<file path="config.mk">
export PLATFORM = sky130hd
export DESIGN_NAME = pwm_timebase
export DESIGN_NICKNAME = d
export VERILOG_FILES = /design/src/rtl/pwm_pkg.sv /design/src/rtl/pwm_prescaler.sv /design/src/rtl/pwm_timebase.sv
export SDC_FILE = /design/constraint.sdc
export NUM_CORES = 1
export LEC_CHECK = 0
export CAP_MARGIN = 20
export CORE_ASPECT_RATIO = 0.7
export CORE_MARGIN = 1.5
export CORE_UTILIZATION = 50
export CTS_BUF_LIST = sky130_fd_sc_hd__clkbuf_8
export CTS_CLUSTER_SIZE = 28
export DETAILED_ROUTE_END_ITERATION = 6
export GPL_ROUTABILITY_DRIVEN = 1
export PLACE_DENSITY = 0.78
export RECOVER_POWER = 50
export SETUP_SLACK_MARGIN = 0.3
export SYNTH_ARGS = -nofsm -noshare
export SYNTH_HDL_FRONTEND = slang
export SYNTH_SLANG_ARGS = --single-unit
</file>
<file path="constraint.sdc">
create_clock -name clk -period 8.35 [get_ports clk]
set_clock_uncertainty 0.1 [all_clocks]
set_input_delay 1.67 -clock clk [delete_from_list [all_inputs] [get_ports clk]]
set_output_delay 1.67 -clock clk [all_outputs]
set_load 0.005 [all_outputs]
</file>
<file path="src/rtl/pwm_pkg.sv">
// ---------------------------------------------------------------------------
// pwm_pkg
//  Shared constants for the PWM time base: counting-mode encodings and the
//  default parameter values used by pwm_timebase and pwm_prescaler.
// ---------------------------------------------------------------------------
package pwm_pkg;

   localparam logic [1:0] MODE_UP     = 2'b00;
   localparam logic [1:0] MODE_DOWN   = 2'b01;
   localparam logic [1:0] MODE_CENTER = 2'b10;

   localparam int DEF_WIDTH   = 16;
   localparam int DEF_PRESC_W = 8;
   localparam int DEF_MAX_EXP = 15;

endpackage

</file>
<file path="src/rtl/pwm_prescaler.sv">
// ---------------------------------------------------------------------------
// pwm_prescaler
//  Power-of-two prescaler. Counts enabled clocks and raises tick once every
//  2^min(prescale, MAX_EXP) clocks.
// Ports
//  clk       in   system clock, rising edge
//  rst_n     in   asynchronous active-low reset
//  en        in   count enable; when low the prescaler is cleared
//  clr       in   synchronous clear (no tick while asserted)
//  prescale  in   exponent e
//  tick      out  combinational step strobe, valid in the current cycle
// ---------------------------------------------------------------------------
module pwm_prescaler
   import pwm_pkg::*;
#(
   parameter int PRESC_W = DEF_PRESC_W,
   parameter int MAX_EXP = DEF_MAX_EXP
) (
   input  logic               clk,
   input  logic               rst_n,
   input  logic               en,
   input  logic               clr,
   input  logic [PRESC_W-1:0] prescale,
   output logic               tick
);

   logic [MAX_EXP-1:0] pc;
   logic [MAX_EXP-1:0] limit;
   int                 e_eff;

   // Terminal count is 2^e-1. Using ">=" rather than "==" means a lowered
   // exponent fires immediately instead of waiting for pc to wrap.
   always_comb begin
      e_eff = MAX_EXP;
      if (int'(prescale) < MAX_EXP) e_eff = int'(prescale);
      limit = MAX_EXP'((64'd1 << e_eff) - 64'd1);
      tick  = en && !clr && (pc >= limit);
   end

   // NOTE: sequential state uses non-blocking assignments so every register
   // samples the pre-edge values of the others.
   always_ff @(posedge clk or negedge rst_n) begin
      if (!rst_n)                 pc <= '0;
      else if (clr || !en || tick) pc <= '0;
      else                         pc <= pc + 1'b1;
   end

endmodule

</file>
<file path="src/rtl/pwm_timebase.sv">
// ---------------------------------------------------------------------------
// pwm_timebase
//  PWM time base: prescaled period counter with UP, DOWN and CENTER modes,
//  a shadowed period register reloaded at cycle boundaries, and registered
//  one-clock ovf/unf event pulses aligned with the wrapped count.
// Ports
//  clk          in   system clock, rising edge
//  rst_n        in   asynchronous active-low reset
//  en           in   count enable
//  count_reset  in   synchronous counter clear (highest priority)
//  mode         in   00 UP, 01 DOWN, 10 CENTER, 11 treated as UP
//  period       in   terminal value P (counter range 0..P)
//  prescale     in   prescale exponent
//  count_val    out  current count
//  dir          out  1 = counting up, 0 = counting down
//  ovf          out  one-clock top-of-cycle pulse
//  unf          out  one-clock bottom-of-cycle pulse
// ---------------------------------------------------------------------------
module pwm_timebase
   import pwm_pkg::*;
#(
   parameter int WIDTH   = DEF_WIDTH,
   parameter int PRESC_W = DEF_PRESC_W,
   parameter int MAX_EXP = DEF_MAX_EXP
) (
   input  logic               clk,
   input  logic               rst_n,
   input  logic               en,
   input  logic               count_reset,
   input  logic [1:0]         mode,
   input  logic [WIDTH-1:0]   period,
   input  logic [PRESC_W-1:0] prescale,
   output logic [WIDTH-1:0]   count_val,
   output logic               dir,
   output logic               ovf,
   output logic               unf
);

   logic             tick;
   logic [WIDTH-1:0] ps;        // shadow period in use for the current cycle
   logic [WIDTH-1:0] count_n;
   logic [WIDTH-1:0] ps_n;
   logic             dir_n;
   logic             ovf_n;
   logic             unf_n;

   pwm_prescaler #(
      .PRESC_W (PRESC_W),
      .MAX_EXP (MAX_EXP)
   ) u_presc (
      .clk      (clk),
      .rst_n    (rst_n),
      .en       (en),
      .clr      (count_reset),
      .prescale (prescale),
      .tick     (tick)
   );

   // NOTE: every output of this block gets a default first, so no path can
   // leave a value unassigned and infer a latch.
   always_comb begin
      count_n = count_val;
      dir_n   = dir;
      ovf_n   = 1'b0;
      unf_n   = 1'b0;
      ps_n    = ps;

      if (count_reset) begin
         count_n = '0;
         dir_n   = (mode != MODE_DOWN);
         ps_n    = period;
      end else if (!en) begin
         ps_n = period;
      end else if (tick) begin
         case (mode)
            MODE_DOWN: begin
               dir_n = 1'b0;
               if (count_val == '0) begin
                  count_n = ps;
                  unf_n   = 1'b1;
               end else if (count_val > ps) begin
                  // Period shrank below the count: clamp to the new top.
                  count_n = ps;
               end else begin
                  count_n = count_val - 1'b1;
               end
            end
            MODE_CENTER: begin
               if (ps == '0) begin
                  // Degenerate range: Ps-1 would wrap, so pin at zero.
                  count_n = '0;
                  ovf_n   = 1'b1;
               end else if (dir) begin
                  if (count_val >= ps) begin
                     count_n = ps - 1'b1;
                     dir_n   = 1'b0;
                     ovf_n   = 1'b1;
                  end else begin
                     count_n = count_val + 1'b1;
                  end
               end else begin
                  if (count_val == '0) begin
                     count_n = {{(WIDTH-1){1'b0}}, 1'b1};
                     dir_n   = 1'b1;
                     unf_n   = 1'b1;
                  end else begin
                     count_n = count_val - 1'b1;
                  end
               end
            end
            default: begin  // UP and the reserved encoding
               dir_n = 1'b1;
               if (count_val >= ps) begin
                  count_n = '0;
                  ovf_n   = 1'b1;
               end else begin
                  count_n = count_val + 1'b1;
               end
            end
         endcase
         // Period writes only land at a cycle boundary.
         if (ovf_n || unf_n) ps_n = period;
      end
   end

   always_ff @(posedge clk or negedge rst_n) begin
      if (!rst_n) begin
         count_val <= '0;
         dir       <= 1'b1;
         ovf       <= 1'b0;
         unf       <= 1'b0;
         ps        <= '0;
      end else begin
         count_val <= count_n;
         dir       <= dir_n;
         ovf       <= ovf_n;
         unf       <= unf_n;
         ps        <= ps_n;
      end
   end

endmodule

</file>
==> impl_metrics.prom <==
# TYPE chip_impl_metric gauge
chip_impl_metric{name="port_buffers",unit=""} 48
chip_impl_metric{name="cts_max_path_buffers",unit=""} 2
chip_impl_metric{name="met3RoutedLength",unit="mm"} 1.99
chip_impl_metric{name="grt_first_pass_wirelength",unit="mm"} 24.1
chip_impl_metric{name="final.min_clock_period",unit="ns"} 6.91
chip_impl_metric{name="synth-edff-count",unit=""} 0
chip_impl_metric{name="worstPathRequired",unit="ns"} 8.47
chip_impl_metric{name="wl",unit="mm"} 15.0
chip_impl_metric{name="route.detailed.drc",unit=""} 0
chip_impl_metric{name="irDropWorstVdd",unit="uV"} 89.5
chip_impl_metric{name="slew_worst_pin",unit="ns"} 2.69
chip_impl_info{name="rr_endpoint",value="count_val[7]"} 1
chip_impl_metric{name="r2r_slack",unit="ns"} 4.19
chip_impl_metric{name="chipHeight",unit="um"} 86.2
chip_impl_metric{name="cp.arrival",unit="ns"} 7.02
chip_impl_info{name="dr.max_layer_used",value="met4"} 1
chip_impl_metric{name="final.period_utilization",unit=""} 0.827
chip_impl_metric{name="routed-wl-met2",unit="mm"} 5.87
chip_impl_metric{name="p_per_area",unit="nW/um^2"} 95.1
chip_impl_metric{name="clock_tree.htree_level_count",unit=""} 2
chip_impl_metric{name="track_usage",unit=""} 0.292
chip_impl_metric{name="dr.first_iter.drc_count",unit=""} 575
chip_impl_metric{name="floorplan_die_width",unit="um"} 122
chip_impl_metric{name="report.final.hold_viol_count",unit=""} 0
chip_impl_metric{name="total_die_area",unit="um^2"} 10500
chip_impl_metric{name="clkLatencyLatePin",unit="ns"} 0.32
chip_impl_metric{name="cts_setup_buffers",unit=""} 0
chip_impl_metric{name="synth_fp_nets",unit=""} 687
chip_impl_metric{name="yosys_warnings",unit=""} 0
chip_impl_info{name="synth-main-ff-cell",value="sky130_fd_sc_hd__dfrtp_1"} 1
chip_impl_metric{name="path_max_fanout",unit=""} 13
chip_impl_metric{name="number_of_placed_i_o_pins",unit=""} 49
chip_impl_metric{name="synth.lib_cells_used.distinct",unit=""} 65
chip_impl_metric{name="slew-limit-headroom",unit=""} -0.794
chip_impl_metric{name="netlist_instances",unit=""} 617
chip_impl_info{name="cts_tree",value="done"} 1
chip_impl_info{name="cts-root-buf",value="sky130_fd_sc_hd__clkbuf_8"} 1
chip_impl_metric{name="finalHoldWorstSlack",unit="ns"} 0.471
chip_impl_metric{name="dpl.hpwl",unit="mm"} 11.0
chip_impl_metric{name="tritoncts.num_buffers",unit=""} 5
chip_impl_metric{name="timing.setup.tns",unit="ns"} 0
chip_impl_metric{name="achievable-frequency",unit="GHz"} 0.145
chip_impl_metric{name="post_synth.cell_area_avg",unit="um^2"} 8.02
chip_impl_metric{name="gr-total-overflow",unit=""} 0
chip_impl_info{name="worst_hold_path.endpoint",value="u_presc.pc[14]"} 1
chip_impl_info{name="regToRegStartpoint",value="count_val[10]"} 1
chip_impl_info{name="worst_setup_path_end_kind",value="flip-flop"} 1
chip_impl_metric{name="worst_setup_hold_path_clk_slew",unit="ns"} 0.10
chip_impl_metric{name="final_layout_size_suffix_gt1_frac",unit=""} 0.0738
chip_impl_metric{name="firstDrtPassIters",unit=""} 7
chip_impl_metric{name="rr_worst_depth",unit=""} 9
chip_impl_metric{name="grt_start_max_net_pins",unit=""} 51
chip_impl_metric{name="finish.net_count",unit=""} 706
chip_impl_metric{name="number_of_global_route_vias_before_repair",unit=""} 4530
chip_impl_metric{name="report.final.setup_viol",unit=""} 0
chip_impl_metric{name="post_drt_wl_per_cell",unit="um"} 19.6
chip_impl_metric{name="synth_seq_area_share",unit=""} 0.253
chip_impl_metric{name="initial_util",unit=""} 0.513
chip_impl_metric{name="cts-resized-gates",unit=""} 0
chip_impl_metric{name="maxCapViolCount",unit=""} 1
chip_impl_metric{name="synthesis.area",unit="um^2"} 4950
chip_impl_metric{name="hold_buffers",unit=""} 0
chip_impl_metric{name="antenna_found_initial",unit=""} 0
chip_impl_metric{name="synth_async_sr_flop_share",unit=""} 1.00
chip_impl_info{name="timing_worst_setup_path_type",value="primary input to flip-flop"} 1
chip_impl_metric{name="antenna_cells",unit=""} 0
chip_impl_metric{name="n_fill_cell",unit=""} 872
chip_impl_metric{name="cts_num_sinks",unit=""} 50
chip_impl_metric{name="route.layer.met1.wl",unit="mm"} 6.89
chip_impl_metric{name="synth_seq_cells",unit=""} 50
chip_impl_info{name="worstHoldPathType",value="flip-flop to flip-flop"} 1
chip_impl_metric{name="lkg_pwr",unit="nW"} 2.41
chip_impl_metric{name="floorplan.rows",unit=""} 30
chip_impl_info{name="grt_setup_unrepaired",value="false"} 1
chip_impl_info{name="cp-start-kind",value="primary input"} 1
chip_impl_metric{name="finalMaxSlewViolations",unit=""} 51
chip_impl_metric{name="final_antenna_violating_net_count",unit=""} 0
chip_impl_metric{name="gp_congestion",unit=""} 0.983
chip_impl_info{name="failed_checks",value="max-capacitance violations, max-slew violations"} 1
chip_impl_metric{name="synth_to_layout_area_growth",unit="%"} 11.7
chip_impl_metric{name="detail_route.vias_per_cell",unit=""} 6.44
chip_impl_metric{name="hold-path-cell-count",unit=""} 2
chip_impl_info{name="run_status",value="finished with violations"} 1
chip_impl_metric{name="placeableCoreArea",unit="um^2"} 9650
chip_impl_info{name="holdCritStartpoint",value="u_presc.pc[14]"} 1
chip_impl_metric{name="dr_total_vias",unit=""} 4925
[worst max-delay path by stage]
stage                            from       endpoint  slack, ns  cells past startpoint
after floorplan           prescale[5]   count_val[8]       2.47                     17
final                     prescale[5]   count_val[8]       1.44                     17
after detailed placement  prescale[5]   count_val[8]       1.21                     17
after CTS                 prescale[5]   count_val[8]       1.55                     17
after global routing      prescale[5]  count_val[12]       1.08                     18
after global placement    prescale[5]   count_val[8]       1.49                     17
[placed cells by master, fill, tap and decap left out, drive strengths merged, types with 7 or more instances in the layout]
master / instances
nor2: 60
nand2: 59
a21oi: 51
dfrtp: 49
ha: 40
clkdlybuf4s50: 38
inv: 31
o21ai: 30
xnor2: 26
nand3: 25
xor2: 24
mux2: 19
nor3: 17
o211ai: 12
and3: 11
nor4: 11
a31oi: 10
dlygate4sd3: 9
nand4: 9
mux2i: 8
o31ai: 7
[cell usage after synthesis, types with 6 or more instances]
| cell type | instances | area [um^2] |
|---|---|---|
| sky130_fd_sc_hd__buf_2 | 9 | 45.0 |
| sky130_fd_sc_hd__xnor2_1 | 26 | 228 |
| sky130_fd_sc_hd__a31oi_1 | 10 | 62.6 |
| sky130_fd_sc_hd__ha_1 | 40 | 500 |
| sky130_fd_sc_hd__xor2_1 | 24 | 210 |
| sky130_fd_sc_hd__nand4_1 | 8 | 50.1 |
| sky130_fd_sc_hd__inv_1 | 31 | 116 |
| sky130_fd_sc_hd__nor2_1 | 59 | 221 |
| sky130_fd_sc_hd__o31ai_1 | 7 | 52.6 |
| sky130_fd_sc_hd__nor2b_1 | 6 | 37.5 |
| sky130_fd_sc_hd__o211ai_1 | 12 | 90.1 |
| sky130_fd_sc_hd__mux2i_1 | 8 | 80.1 |
| sky130_fd_sc_hd__clkbuf_1 | 29 | 109 |
| sky130_fd_sc_hd__mux2_2 | 19 | 214 |
| sky130_fd_sc_hd__o21ai_0 | 27 | 135 |
| sky130_fd_sc_hd__and3_1 | 11 | 68.8 |
| sky130_fd_sc_hd__nand2_1 | 59 | 221 |
| sky130_fd_sc_hd__nor3_1 | 17 | 85.1 |
| sky130_fd_sc_hd__a21oi_1 | 51 | 255 |
| sky130_fd_sc_hd__nand3_1 | 25 | 125 |
| sky130_fd_sc_hd__dfrtp_1 | 49 | 1230 |
[report_power, final]
group / internal (mW) / switching [mW]
combinational: 0.0464 / 0.0623
clock: 0.0591 / 0.0900
sequential: 0.250 / 0.0181
total: 0.355 / 0.170
[per-stage QoR]
stage	utilization	instance area (um^2)	power, mW	setup slack, ns	cells
2_1_floorplan	-	4950	0.333	2.47	617
3_3_place_gp	0.564	5440	0.372	1.49	757
3_5_place_dp	0.564	5440	0.376	1.21	757
4_1_cts	0.573	5530	0.522	1.55	765
5_1_grt	0.573	5530	0.544	1.08	765
6_report	0.573	5530	0.526	1.44	765
[cell families after synthesis]
family | synth area share
AOI/OAI and AO/OA | 0.211
xor gates and xnor gates | 0.0885
adders and majority gates | 0.101
buffers and inverters | 0.0584
DFF | 0.253
muxes | 0.0595
and+or+nand+nor | 0.228
[worst max-delay path: stages]
cell and delay [ns]:
sky130_fd_sc_hd__clkdlybuf4s50_1 0.42, sky130_fd_sc_hd__nor4_1 0.65, sky130_fd_sc_hd__nand2_1 0.29, sky130_fd_sc_hd__or3_1 0.46, sky130_fd_sc_hd__ha_1 0.36, sky130_fd_sc_hd__nor3_1 0.46, sky130_fd_sc_hd__nand2_1 0.11, sky130_fd_sc_hd__a21oi_1 0.16
sky130_fd_sc_hd__a21oi_1 0.05, sky130_fd_sc_hd__ha_1 0.30, sky130_fd_sc_hd__a21o_1 0.19, sky130_fd_sc_hd__a221o_1 0.36, sky130_fd_sc_hd__a211oi_1 0.26, sky130_fd_sc_hd__o21ai_0 0.17, sky130_fd_sc_hd__nand2_1 0.48, sky130_fd_sc_hd__nor2_1 0.24
sky130_fd_sc_hd__a221o_1 0.37
[cell type report]
cell class / count / area (um^2) / area share
clock buffers: 5 / 68.8 / 0.0125
well taps: 128 / 160 / 0.0290
inverters: 31 / 116 / 0.0211
clock inverters: 3 / 21.3 / 0.00385
multi-input cells: 496 / 3400 / 0.616
repair buffers: 52 / 502 / 0.0908
flip-flops and latches: 50 / 1250 / 0.227
[sequential cells by signal (all words and copies together) (netlist names)]
signal      flops
count_val      16
dir             1
ovf             1
ps             16
u_presc.pc     15
unf             1
[routing by layer]
layer / global-route usage / vias up
met5: 0.0288 / -
met4: 0.0556 / 0
met3: 0.0908 / 33
met2: 0.402 / 320
met1: 0.443 / 2290
li1: - / 2282
(Power assumes the default switching activity.)
==> RTL change (config.mk and constraints unchanged) <==
Set the package constant `DEF_WIDTH` to 14 (it was 16).
--- a/src/rtl/pwm_pkg.sv
+++ b/src/rtl/pwm_pkg.sv
@@ -10,5 +10,5 @@
    localparam logic [1:0] MODE_CENTER = 2'b10;
 
-   localparam int DEF_WIDTH   = 16;
+   localparam int DEF_WIDTH   = 14;
    localparam int DEF_PRESC_W = 8;
    localparam int DEF_MAX_EXP = 15;
Ports: changed (resized count_val and period); port bits go from 49 to 45. The function was not compared with the original's and may differ.
==> RTL change against the unedited design <==
  * The flow still finishes with violations (capacitance limit, slew limit)
  * Via count down 11%
  * Core utilization grew 1.8 points
  * Critical path depth down 1
  * Synthesized cell count shrank 11%
  * Critical endpoint is now ps[2]$_DFFE_PN0P_
  * Worst setup slack improved by 0.13 ns
  * Total power is 0.30% lower
  * Highest routed layer unchanged
  * Wire length fell by 12%
  * Final area fell by 8.2%
  * Area after synthesis shrank 9.4%
  * Hold slack worse by 0.031 ns
  * Clock power grew 19%
  * Sequential cell count down 4
==> RTL change: results (changes against the unedited design) <==
[status]
outcome=finished with violations
violations=capacitance limit, slew limit

[min_path]
hold_path_depth=1  ; -1
hold_class=reg -> reg
whs_endpoint=u_presc.pc[0]$_DFF_PN0_
hold_start=u_presc.pc[0]$_DFF_PN0_

[global_routing]
grt_max_degree=47  ; -7.8%
grt_use_total_pct=27.9  ; -1.3 points
grt_pass1_vias=4018  ; -11%
grt_pass1_wl_mm=20.5  ; -15%

[power_and_ir_drop]
power.leakage_nw=2.17  ; -10%
vdd_ir_drop_max_mv=0.0709  ; -21%

[placed_design]
dpl_worst_slack_ns=1.37  ; +0.152 ns
io_buffers=44  ; -8.3%
gp_congestion=0.965  ; -1.8%
dp_hpwl_mm=9.38  ; -15%

[detailed_routing]
dr.pass1.iters=6  ; -1
viasPerCell=6.34  ; -1.5%
post_drt_wl_per_cell_um=19.2  ; -2.2%
drt_iter0_drc=504  ; -12%

[cells_and_area]
final_nets=634  ; -10%
reg_top3=u_presc.pc x15, count_val x14, ps x14
nFillCells=789  ; -9.5%
drive_gt1_share_pct=6.13  ; -1.2 points

[critical_path]
ff2ff_setup_slack_ns=4.62  ; +0.43 ns
r2r_start=count_val[11]$_DFFE_PN0P_
cp_max_fo=15  ; +2
r2r_end=ps[2]$_DFFE_PN0P_

[synth]
yosys-top-cells-area=dfrtp_1, ha_1, xnor2_1
syn_nets=613  ; -11%
yosysSeqAreaShare_pct=25.7  ; +0.38 points
async_flop_share_pct=100  ; unchanged
synth_common_cells=nor2_1, dfrtp_1, nand2_1

[run]
maxCapViolCount=1  ; unchanged

[timing]
worst_pin_slew_ns=2.12  ; -0.568 ns
report.final.slew_viol_count=40  ; -22%

[clocking]
cts_setup_buffers=0  ; unchanged
cts_made_buffers=5  ; unchanged

RTL change: changes by cell type in the layout (fill, tap and decap cells not counted), moves of 5 or more:
cell and change:
nor2_1 -7, nand2_1 -15, o31ai_1 -6, o21ai_0 -5
mux2_1 +9, a21oi_1 -11, mux2_2 -11, o21a_1 +7
a31oi_1 -5
RTL change: layer usage:
metal  global-route usage (%)  part of all wire, %  routed length (um)
met2                     41.6                   41                5470
met4                     7.68                  2.1                 278
met1                     40.8                   46                6130
met5                        0                    0                   0
met3                     5.77                   10                1360
RTL change: cell type report:
class                      count  share of cell area, %
multi-input combinational    436                   60.4
sequential                    46                   22.7
timing repair buffer          50                   9.45
tap                          120                   2.96
inverter                      31                   2.30
clock buffer                   5                   1.36
clock inverter                 3                  0.814
RTL change: how the worst max path moves through the flow:
stage,startpoint,endpoint,slack (ns),cells after the start
after floorplan,prescale[4],count_val[2]$_DFFE_PN0P_,2.68,17
after global placement,prescale[4],ps[4]$_DFFE_PN0P_,1.66,16
after detailed placement,prescale[4],ps[4]$_DFFE_PN0P_,1.37,16
after CTS,prescale[4],ps[13]$_DFFE_PN0P_,1.70,16
after global routing,prescale[4],ps[13]$_DFFE_PN0P_,1.18,16
final,prescale[4],ps[2]$_DFFE_PN0P_,1.57,16
RTL change: power breakdown:
part	switching [W]	internal [W]	leakage, nW
combinational	0.0000567	0.0000450	1.51
sequential	0.0000153	0.000230	0.606
clock	0.0000890	0.0000883	0.0556
total	0.000161	0.000363	2.17
RTL change: through the flow:
step	hold slack (ns)	cells	area [um2]	power (W)
after CTS	0.437	689	5060	0.000519
after detailed placement	0.425	681	4950	0.000347
final	0.440	691	5070	0.000524
after floorplan	0.374	549	4480	0.000307
after global routing	0.466	691	5070	0.000542
after global placement	0.419	681	4950	0.000342
RTL change: logic make-up (layout without fill, tap and decap cells):
group / Yosys count / count (layout) / share of synthesized area [%]
flip-flops: 46 / 46 / 25.7
adder cells (fa/ha/maj): 36 / 36 / 10.0
multiplexers: 28 / 28 / 6.95
AND/OR/NAND/NOR: 191 / 191 / 21.2
AO/OA/AOI/OAI: 134 / 134 / 20.9
XOR/XNOR: 47 / 47 / 9.18
buffers and inverters: 67 / 89 / 6.00
RTL change: critical path: stages:
cell and delay [ns]:
clkdlybuf4s50_1 0.43, nor4_1 0.65, nand2_1 0.29, or4_1 0.52
ha_1 0.40, nor4_1 0.54, a21oi_1 0.13, nor2_1 0.10
a21oi_1 0.06, ha_1 0.33, a21oi_1 0.15, o21ai_0 0.10
o21bai_1 0.19, nand3_1 0.19, a21oi_2 0.73, mux2_2 0.41
